**src/rtl/rfsh_pkg.sv**
```systemverilog
// rtl/rfsh_pkg.sv - shared constants and helpers for the display-scan controller
//
// Purpose : default parameter values and width helpers shared by the
//           scan controller, its interface and the modulo counter.
// Ports   : none (package).

package rfsh_pkg;

  localparam int DEF_N_DIG       = 8;
  localparam int DEF_PRESCALE    = 100000;
  localparam int DEF_BLANK_CYC   = 2;
  localparam int DEF_BLINK_TICKS = 250;

  // Ceiling log2; clog2(1) = 0.
  function automatic int clog2(input int n);
    int r;
    int v;
    r = 0;
    v = n - 1;
    while (v > 0) begin
      r = r + 1;
      v = v >> 1;
    end
    return r;
  endfunction

  // Counter width able to hold 0..n-1, never narrower than one bit.
  function automatic int cnt_w(input int n);
    return (clog2(n) < 1) ? 1 : clog2(n);
  endfunction

endpackage

```
**src/rtl/rfsh_scan_if.sv**
```systemverilog
// rtl/rfsh_scan_if.sv - control/status bundle between clock core and scan controller
//
// Purpose : groups the scan enable, digit/blink masks and the scan outputs.
// Signals : rs_en         scan enable
//           rs_dig_mask   1 = digit populated/lit, 0 = skipped
//           rs_blink_mask 1 = digit blinks
//           rs_idx        current digit index (selects segments downstream)
//           rs_an_n       active-low one-hot anodes
//           rs_tick       one-cycle pulse in the first cycle of each slot
//           rs_blink_ph   blink phase, 1 = blinking digits dark
// Modports: master = clock core side, slave = scan controller.

interface rfsh_scan_if
  import rfsh_pkg::*;
#(
  parameter int N_DIG = DEF_N_DIG
);

  localparam int IDX_W = clog2(N_DIG);

  logic             rs_en;
  logic [N_DIG-1:0] rs_dig_mask;
  logic [N_DIG-1:0] rs_blink_mask;
  logic [IDX_W-1:0] rs_idx;
  logic [N_DIG-1:0] rs_an_n;
  logic             rs_tick;
  logic             rs_blink_ph;

  modport master (
    output rs_en, rs_dig_mask, rs_blink_mask,
    input  rs_idx, rs_an_n, rs_tick, rs_blink_ph
  );

  modport slave (
    input  rs_en, rs_dig_mask, rs_blink_mask,
    output rs_idx, rs_an_n, rs_tick, rs_blink_ph
  );

endinterface

```
**src/rtl/rfsh_presc.sv**
```systemverilog
// rtl/rfsh_presc.sv - modulo-MOD counter with terminal pulse
//
// Purpose : counts 0..MOD-1 while en=1, wraps to 0 at the terminal count and
//           raises tick (combinational) during the cycle that wraps.
// Ports   : clk    clock, rising edge
//           rst_n  synchronous reset, active-low
//           en     count enable; counter holds when low
//           clr    synchronous clear to 0, overrides en
//           tick   1 while en=1 and count is MOD-1 (the wrapping edge)

module rfsh_presc
  import rfsh_pkg::*;
#(
  parameter int MOD = 4
) (
  input  logic clk,
  input  logic rst_n,
  input  logic en,
  input  logic clr,
  output logic tick
);

  localparam int           W    = cnt_w(MOD);
  localparam logic [W-1:0] LAST = W'(MOD - 1);

  logic [W-1:0] cnt_q;
  logic [W-1:0] cnt_d;

  always_comb begin
    cnt_d = cnt_q;
    tick  = 1'b0;
    if (clr) begin
      cnt_d = '0;
    end else if (en) begin
      if (cnt_q == LAST) begin
        cnt_d = '0;
        tick  = 1'b1;
      end else begin
        cnt_d = cnt_q + 1'b1;
      end
    end
  end

  always_ff @(posedge clk) begin
    if (!rst_n) begin
      cnt_q <= '0;
    end else begin
      cnt_q <= cnt_d;
    end
  end

endmodule

```
**src/rtl/rfsh_scan.sv**
```systemverilog
// rtl/rfsh_scan.sv - multiplexed 7-segment display scan controller
//
// Purpose : divides rs_clk into digit slots, steps the digit index over the
//           populated digits, and drives active-low one-hot anodes with a
//           blanking interval at the start of each slot and per-digit blink.
// Ports   : rs_clk    system clock, rising edge
//           rs_rst_n  synchronous reset, active-low
//           bus       rfsh_scan_if slave: rs_en, rs_dig_mask, rs_blink_mask in;
//                     rs_idx, rs_an_n, rs_tick, rs_blink_ph out (all registered)

module rfsh_scan
  import rfsh_pkg::*;
#(
  parameter int N_DIG       = DEF_N_DIG,
  parameter int PRESCALE    = DEF_PRESCALE,
  parameter int BLANK_CYC   = DEF_BLANK_CYC,
  parameter int BLINK_TICKS = DEF_BLINK_TICKS
) (
  input  logic          rs_clk,
  input  logic          rs_rst_n,
  rfsh_scan_if.slave    bus
);

  localparam int IDX_W = clog2(N_DIG);
  localparam int BLK_W = cnt_w(BLANK_CYC + 1);
  localparam logic [BLK_W-1:0] BLANK_LOAD = BLK_W'(BLANK_CYC);

  logic             slot_tick;   // prescaler wraps on this edge -> new slot
  logic             blink_wrap;  // this slot tick wraps the blink counter

  logic [IDX_W-1:0] idx_q,   idx_d;
  logic [BLK_W-1:0] blank_q, blank_d;
  logic [N_DIG-1:0] an_q,    an_d;
  logic             tick_q,  tick_d;
  logic             ph_q,    ph_d;

  // Digit slot prescaler; dropping rs_en restarts the slot from zero so the
  // first tick after re-enable lands exactly PRESCALE cycles later.
  rfsh_presc #(
    .MOD (PRESCALE)
  ) u_slot_presc (
    .clk   (rs_clk),
    .rst_n (rs_rst_n),
    .en    (bus.rs_en),
    .clr   (~bus.rs_en),
    .tick  (slot_tick)
  );

  // Blink half-period counter, advanced once per slot.
  rfsh_presc #(
    .MOD (BLINK_TICKS)
  ) u_blink_presc (
    .clk   (rs_clk),
    .rst_n (rs_rst_n),
    .en    (slot_tick),
    .clr   (1'b0),
    .tick  (blink_wrap)
  );

  // Smallest enabled index above cur, else the smallest enabled index;
  // an empty mask keeps cur.
  function automatic logic [IDX_W-1:0] next_idx(
    input logic [IDX_W-1:0] cur,
    input logic [N_DIG-1:0] m
  );
    logic [IDX_W-1:0] up;
    logic [IDX_W-1:0] low;
    logic             up_ok;
    logic             low_ok;
    up     = '0;
    low    = '0;
    up_ok  = 1'b0;
    low_ok = 1'b0;
    // Descending scan: the last hit is the smallest qualifying index.
    for (int i = N_DIG - 1; i >= 0; i--) begin
      if (m[i]) begin
        low    = IDX_W'(i);
        low_ok = 1'b1;
        if (i > int'(cur)) begin
          up    = IDX_W'(i);
          up_ok = 1'b1;
        end
      end
    end
    if (up_ok) begin
      return up;
    end else if (low_ok) begin
      return low;
    end
    return cur;
  endfunction

  always_comb begin
    idx_d   = idx_q;
    blank_d = blank_q;
    ph_d    = ph_q;
    tick_d  = slot_tick;
    an_d    = '1;

    if (slot_tick) begin
      idx_d   = next_idx(idx_q, bus.rs_dig_mask);
      blank_d = BLANK_LOAD;
      if (blink_wrap) begin
        ph_d = ~ph_q;
      end
    end else if (bus.rs_en && (blank_q != '0)) begin
      blank_d = blank_q - 1'b1;
    end

    // Decoded from next-state values so the anode lines up with rs_idx and
    // the blanking interval starts on the same edge as the slot.
    if (bus.rs_en && bus.rs_dig_mask[idx_d] && (blank_d == '0) &&
        !(bus.rs_blink_mask[idx_d] && ph_d)) begin
      an_d[idx_d] = 1'b0;
    end
  end

  always_ff @(posedge rs_clk) begin
    if (!rs_rst_n) begin
      idx_q   <= '0;
      blank_q <= '0;
      an_q    <= '1;
      tick_q  <= 1'b0;
      ph_q    <= 1'b0;
    end else begin
      idx_q   <= idx_d;
      blank_q <= blank_d;
      an_q    <= an_d;
      tick_q  <= tick_d;
      ph_q    <= ph_d;
    end
  end

  assign bus.rs_idx      = idx_q;
  assign bus.rs_an_n     = an_q;
  assign bus.rs_tick     = tick_q;
  assign bus.rs_blink_ph = ph_q;

endmodule
```
**src/flat_wrapper.sv**
```systemverilog
// flat-port wrapper written by rule: the top's interface ports become plain ports
module rfsh_scan_flat import rfsh_pkg::*;
#(
  parameter int N_DIG       = DEF_N_DIG,
  parameter int PRESCALE    = DEF_PRESCALE,
  parameter int BLANK_CYC   = DEF_BLANK_CYC,
  parameter int BLINK_TICKS = DEF_BLINK_TICKS
)
  (rs_clk, rs_rst_n, bus_rs_en, bus_rs_dig_mask, bus_rs_blink_mask, bus_rs_idx, bus_rs_an_n, bus_rs_tick, bus_rs_blink_ph);
  rfsh_scan_if #(.N_DIG(N_DIG)) bus_i ();
  input  logic rs_clk;
  input  logic rs_rst_n;
  input wire logic [$bits(bus_i.rs_en)-1:0] bus_rs_en;
  input wire logic [$bits(bus_i.rs_dig_mask)-1:0] bus_rs_dig_mask;
  input wire logic [$bits(bus_i.rs_blink_mask)-1:0] bus_rs_blink_mask;
  output wire logic [$bits(bus_i.rs_idx)-1:0] bus_rs_idx;
  output wire logic [$bits(bus_i.rs_an_n)-1:0] bus_rs_an_n;
  output wire logic [$bits(bus_i.rs_tick)-1:0] bus_rs_tick;
  output wire logic [$bits(bus_i.rs_blink_ph)-1:0] bus_rs_blink_ph;
  assign bus_i.rs_en = bus_rs_en;
  assign bus_i.rs_dig_mask = bus_rs_dig_mask;
  assign bus_i.rs_blink_mask = bus_rs_blink_mask;
  assign bus_rs_idx = bus_i.rs_idx;
  assign bus_rs_an_n = bus_i.rs_an_n;
  assign bus_rs_tick = bus_i.rs_tick;
  assign bus_rs_blink_ph = bus_i.rs_blink_ph;
  rfsh_scan #(.N_DIG(N_DIG), .PRESCALE(PRESCALE), .BLANK_CYC(BLANK_CYC), .BLINK_TICKS(BLINK_TICKS)) u_core (.rs_clk(rs_clk), .rs_rst_n(rs_rst_n), .bus(bus_i));
endmodule
```
**config.mk**
```make
export PLATFORM = sky130hd
export DESIGN_NAME = rfsh_scan_flat
export DESIGN_NICKNAME = d
export VERILOG_FILES = /design/src/rtl/rfsh_pkg.sv /design/src/rtl/rfsh_scan_if.sv /design/src/rtl/rfsh_presc.sv /design/src/rtl/rfsh_scan.sv /design/src/flat_wrapper.sv
export SDC_FILE = /design/constraint.sdc
export NUM_CORES = 1
export LEC_CHECK = 0
export ABC_AREA = 0
export BUFFER_PORTS_ARGS = -buffer_cell sky130_fd_sc_hd__buf_2
export CORE_ASPECT_RATIO = 0.7
export CORE_MARGIN = 2
export CORE_UTILIZATION = 57
export CTS_CLUSTER_DIAMETER = 200
export DETAILED_ROUTE_END_ITERATION = 10
export GPL_TIMING_DRIVEN = 0
export HOLD_SLACK_MARGIN = 0.06
export PLACE_DENSITY = 0.79
export SYNTH_ARGS = -nofsm -noshare
export SYNTH_HDL_FRONTEND = slang
export SYNTH_SLANG_ARGS = --single-unit
```
**constraint.sdc**
```tcl
create_clock -name rs_clk -period 3.6 [get_ports rs_clk]
set_input_delay 0.9 -clock rs_clk [delete_from_list [all_inputs] [get_ports rs_clk]]
set_output_delay 0.9 -clock rs_clk [all_outputs]
set_load 0.005 [all_outputs]
```
==> reports/summary.log <==
INFO  run_status     outcome=complete, no violations
INFO  power          power.switching=201uW
INFO  timing         tns=0ns
INFO  clocking       hold_buffers_post_cts=0
INFO  power          power_leakage=0.000977uW
INFO  synth          synthesis.area=2300um^2
INFO  timing         rsz_0062_raised_after_global_routing=no
INFO  setup_path     critPathLaunchType=input port
INFO  power          fraction_of_power_spent_switching_nets=24.1%
INFO  setup_path     crit_fanout=8
INFO  synth          synthTopCellsByCount=sky130_fd_sc_hd__dfxtp_1, sky130_fd_sc_hd__nor2_1, sky130_fd_sc_hd__nand2_1, sky130_fd_sc_hd__a21oi_1
INFO  synth          synthFlopType=sky130_fd_sc_hd__dfxtp_1
INFO  timing         final_max_slew_viol_count=0
INFO  placed_design  placement.io_buffers=30
INFO  layout         final_layout_size_suffix_gt1_share=18.9%
INFO  global_routing grt_remaining_overflow=0
INFO  drt            drc_errors=0
INFO  global_routing grt_max_degree=13
INFO  floorplan      die_ar=4570um^2
INFO  timing         worst_max_slew_pin_slew=0.464ns
INFO  clocking       clk-insertion-delay-late=0.29ns
INFO  power          power_report.internal_total=631uW
INFO  setup_path     timing.critical_path.to_type=register
INFO  clocking       cts.root.buffer_cell=sky130_fd_sc_hd__clkbuf_8
INFO  clocking       cts_inserted_buffers=5
INFO  timing         fin_hold_ws=0.453ns
INFO  synth          synth.lib_cells_used.distinct=59
INFO  synth          avgSynthCellArea=8.25um^2
INFO  placed_design  gpl_wtd_cong=0.914
INFO  timing         final.setup_skew=0.00667ns
INFO  synth          ys_warn_count=0
INFO  synth          synth_fp_nets=302
INFO  floorplan      fp.dieH=57.2um
INFO  clocking       cts_tree=built
INFO  clocking       clockBufferDepth=2
INFO  global_routing grt_antenna_before_repair=0
INFO  layout         filler_cell_count=355
INFO  clocking       clk_transition_reported_paths=0.08ns
INFO  setup_path     setup_crit_path_kind=input port to register
INFO  floorplan      floorplan.initialDensity=59.0%
INFO  clocking       h-tree-depth=2
INFO  timing         finalHoldViolCount=0
INFO  power          share_comb_of_total_power=9.0%
INFO  power          worst_ir_drop_vdd=0.336mV
INFO  drt            wl_per_cell=13.9um
INFO  layout         antenna_cells_inserted=0
INFO  drt            total_via_count_after_detailed_routing=2072
INFO  synth          synth_enable_flop_cells=0
INFO  drt            routed_wl=5140um
INFO  job            max_cap_violations=0
INFO  placed_design  dpl.hpwl=3930um
INFO  clocking       cts_post_setup_buffers_inserted=0
INFO  drt            drt_first_pass_iters=8
INFO  synth          post-synth-top-count-cell=sky130_fd_sc_hd__dfxtp_1
INFO  synth          synth_area_leader_cell=sky130_fd_sc_hd__dfxtp_1
INFO  synth          synth_sequential_area_ratio=34.8%
INFO  synth          synth-async-reset-ratio=0%
INFO  floorplan      chipWidth=79.9um
INFO  floorplan      num_io_pins=32
INFO  clocking       post_cts_resized=0
INFO  layout         finish.net_count=339
INFO  timing         final_min_period_over_clock_period=83.1%
INFO  power          share_clk_of_total_power=37.2%
INFO  timing         max_slew_margin=69.0%
INFO  power          share_seq_of_total_power=53.9%
INFO  clocking       cts.sink_count=40
INFO  setup_path     required=3.77ns
INFO  synth          number_of_cells_produced_by_synthesis=279
INFO  drt            route.detailed.vias_per_inst=5.62
INFO  timing         setup_violations=0
INFO  floorplan      num_rows=19
INFO  synth          synthDominantCellAreaShare=34.8%
INFO  synth          postSynthRegisterBits=40
INFO  drt            final_antenna_net_count=0
INFO  global_routing grt_pass1_vias=1780
INFO  floorplan      core_area=3900um^2
INFO  timing         layout_min_cycle_time=2.99ns
INFO  global_routing grt_pass1_wl=8510um
INFO  worst_hold_path min-delay-path-class=register to register
INFO  drt            drt_iter0_markers=153
INFO  synth          top_post_synthesis_cells_by_area=sky130_fd_sc_hd__dfxtp_1, sky130_fd_sc_hd__nor2_1, sky130_fd_sc_hd__xor2_1
INFO  global_routing global_routing_usage_summed_across_all_routing_layers=23.9%
INFO  timing         maxClockFrequency=334MHz
INFO  setup_path     critical_path_arrival=3.16ns
INFO  power          pwr_density_cell=319nW/um^2
INFO  layout         syn_to_final_growth=13.4%
-- per-stage QoR --
step	setup slack [ns]	power (uW)	cell area (um^2)	instances	util, %
after floorplan	0.773	504	2300	279	-
after global placement	0.364	531	2520	361	64.5
after detailed placement	0.377	532	2520	361	64.5
after CTS	0.675	839	2610	369	66.9
after global routing	0.522	864	2610	369	66.9
final	0.608	832	2610	369	66.9
-- flip-flops by register name (all words and copies together), names as in the netlist --
name and count:
u_core.u_slot_presc.cnt_q 17, u_core.bus.rs_tick 1, u_core.bus.rs_an_n 8, u_core.u_blink_presc.cnt_q 8
u_core.bus.rs_idx 3, u_core.blank_q 2, u_core.bus.rs_blink_ph 1
-- logic make-up (layout without fill, tap and decap cells) --
kind of cell / after synthesis / count (layout) / synth area share, %
and+or+nand+nor: 136 / 136 / 32.0
AOI/OAI and AO/OA: 54 / 54 / 16.7
DFF: 40 / 40 / 34.8
buffers and inverters: 21 / 59 / 4.57
xor gates and xnor gates: 18 / 18 / 6.85
muxes: 6 / 6 / 2.88
adders and majority gates: 4 / 4 / 2.18
-- final timing paths --
| check | slack, ns | cells past startpoint | end | from |
|---|---|---|---|---|
| hold / removal | 0.45 | 1 | u_core.u_slot_presc.cnt_q[0] | u_core.u_slot_presc.cnt_q[0] |
| hold reg to reg | 0.45 | 1 | u_core.u_slot_presc.cnt_q[0] | u_core.u_slot_presc.cnt_q[0] |
| setup reg to reg | 0.79 | 11 | u_core.bus.rs_an_n[1] | u_core.u_slot_presc.cnt_q[0] |
| setup / recovery | 0.61 | 9 | u_core.bus.rs_an_n[1] | bus_rs_dig_mask[5] |
-- layout by cell type (no fill, tap or decap), types with 4 or more instances in the layout --
| master | count |
|---|---|
| sky130_fd_sc_hd__inv_1 | 12 |
| sky130_fd_sc_hd__clkbuf_8 | 6 |
| sky130_fd_sc_hd__nand3_1 | 13 |
| sky130_fd_sc_hd__nor2b_1 | 5 |
| sky130_fd_sc_hd__and3_1 | 5 |
| sky130_fd_sc_hd__dfxtp_1 | 40 |
| sky130_fd_sc_hd__a21oi_1 | 14 |
| sky130_fd_sc_hd__nor2_1 | 37 |
| sky130_fd_sc_hd__nor3_1 | 6 |
| sky130_fd_sc_hd__nand4_1 | 11 |
| sky130_fd_sc_hd__nand2_1 | 24 |
| sky130_fd_sc_hd__and2_1 | 6 |
| sky130_fd_sc_hd__mux2i_1 | 4 |
| sky130_fd_sc_hd__xor2_1 | 13 |
| sky130_fd_sc_hd__xnor2_1 | 5 |
| sky130_fd_sc_hd__a31oi_1 | 4 |
| sky130_fd_sc_hd__o21ai_0 | 9 |
| sky130_fd_sc_hd__nand2b_1 | 7 |
| sky130_fd_sc_hd__or3_1 | 6 |
| sky130_fd_sc_hd__buf_2 | 33 |
| sky130_fd_sc_hd__ha_1 | 4 |
-- power groups by stage --
stage / logic (uW) / registers [uW] / clock network, uW
after detailed placement: 73.8 / 458 / 0
final: 74.8 / 448 / 309
after CTS: 74.1 / 448 / 317
after global placement: 72.5 / 458 / 0
after global routing: 83.2 / 448 / 332
after floorplan: 46.1 / 458 / 0
-- area by class of cell --
cell class	count	area (um^2)	area share, %
Clock buffer	7	86.3	3.31
Sequential cell	40	801	30.7
Tap cell	52	65.1	2.49
Buffer	9	60.1	2.30
Timing Repair Buffer	30	150	5.75
Clock inverter	1	7.51	0.288
Multi-Input combinational cell	218	1400	53.5
Inverter	12	45.0	1.73
-- critical path, cell delays in order --
cell                        delay, ns
sky130_fd_sc_hd__buf_2           0.17
sky130_fd_sc_hd__or3b_1          0.38
sky130_fd_sc_hd__nand4_1         0.18
sky130_fd_sc_hd__o221ai_2        0.22
sky130_fd_sc_hd__o21ai_1         0.29
sky130_fd_sc_hd__a21oi_1         0.13
sky130_fd_sc_hd__o2111ai_2       0.19
sky130_fd_sc_hd__nand4_1         0.18
sky130_fd_sc_hd__or4_1           0.50
-- per-layer routing --
layer | up-vias | track usage (%) | wire length (um)
met2 | 64 | 32.7 | 2070
met3 | 4 | 4.75 | 349
li1 | 1070 | - | -
met4 | 0 | 6.54 | 46
met1 | 934 | 37.9 | 2670
met5 | - | 0 | 0
No activity file was read; power rests on OpenSTA's default activity.
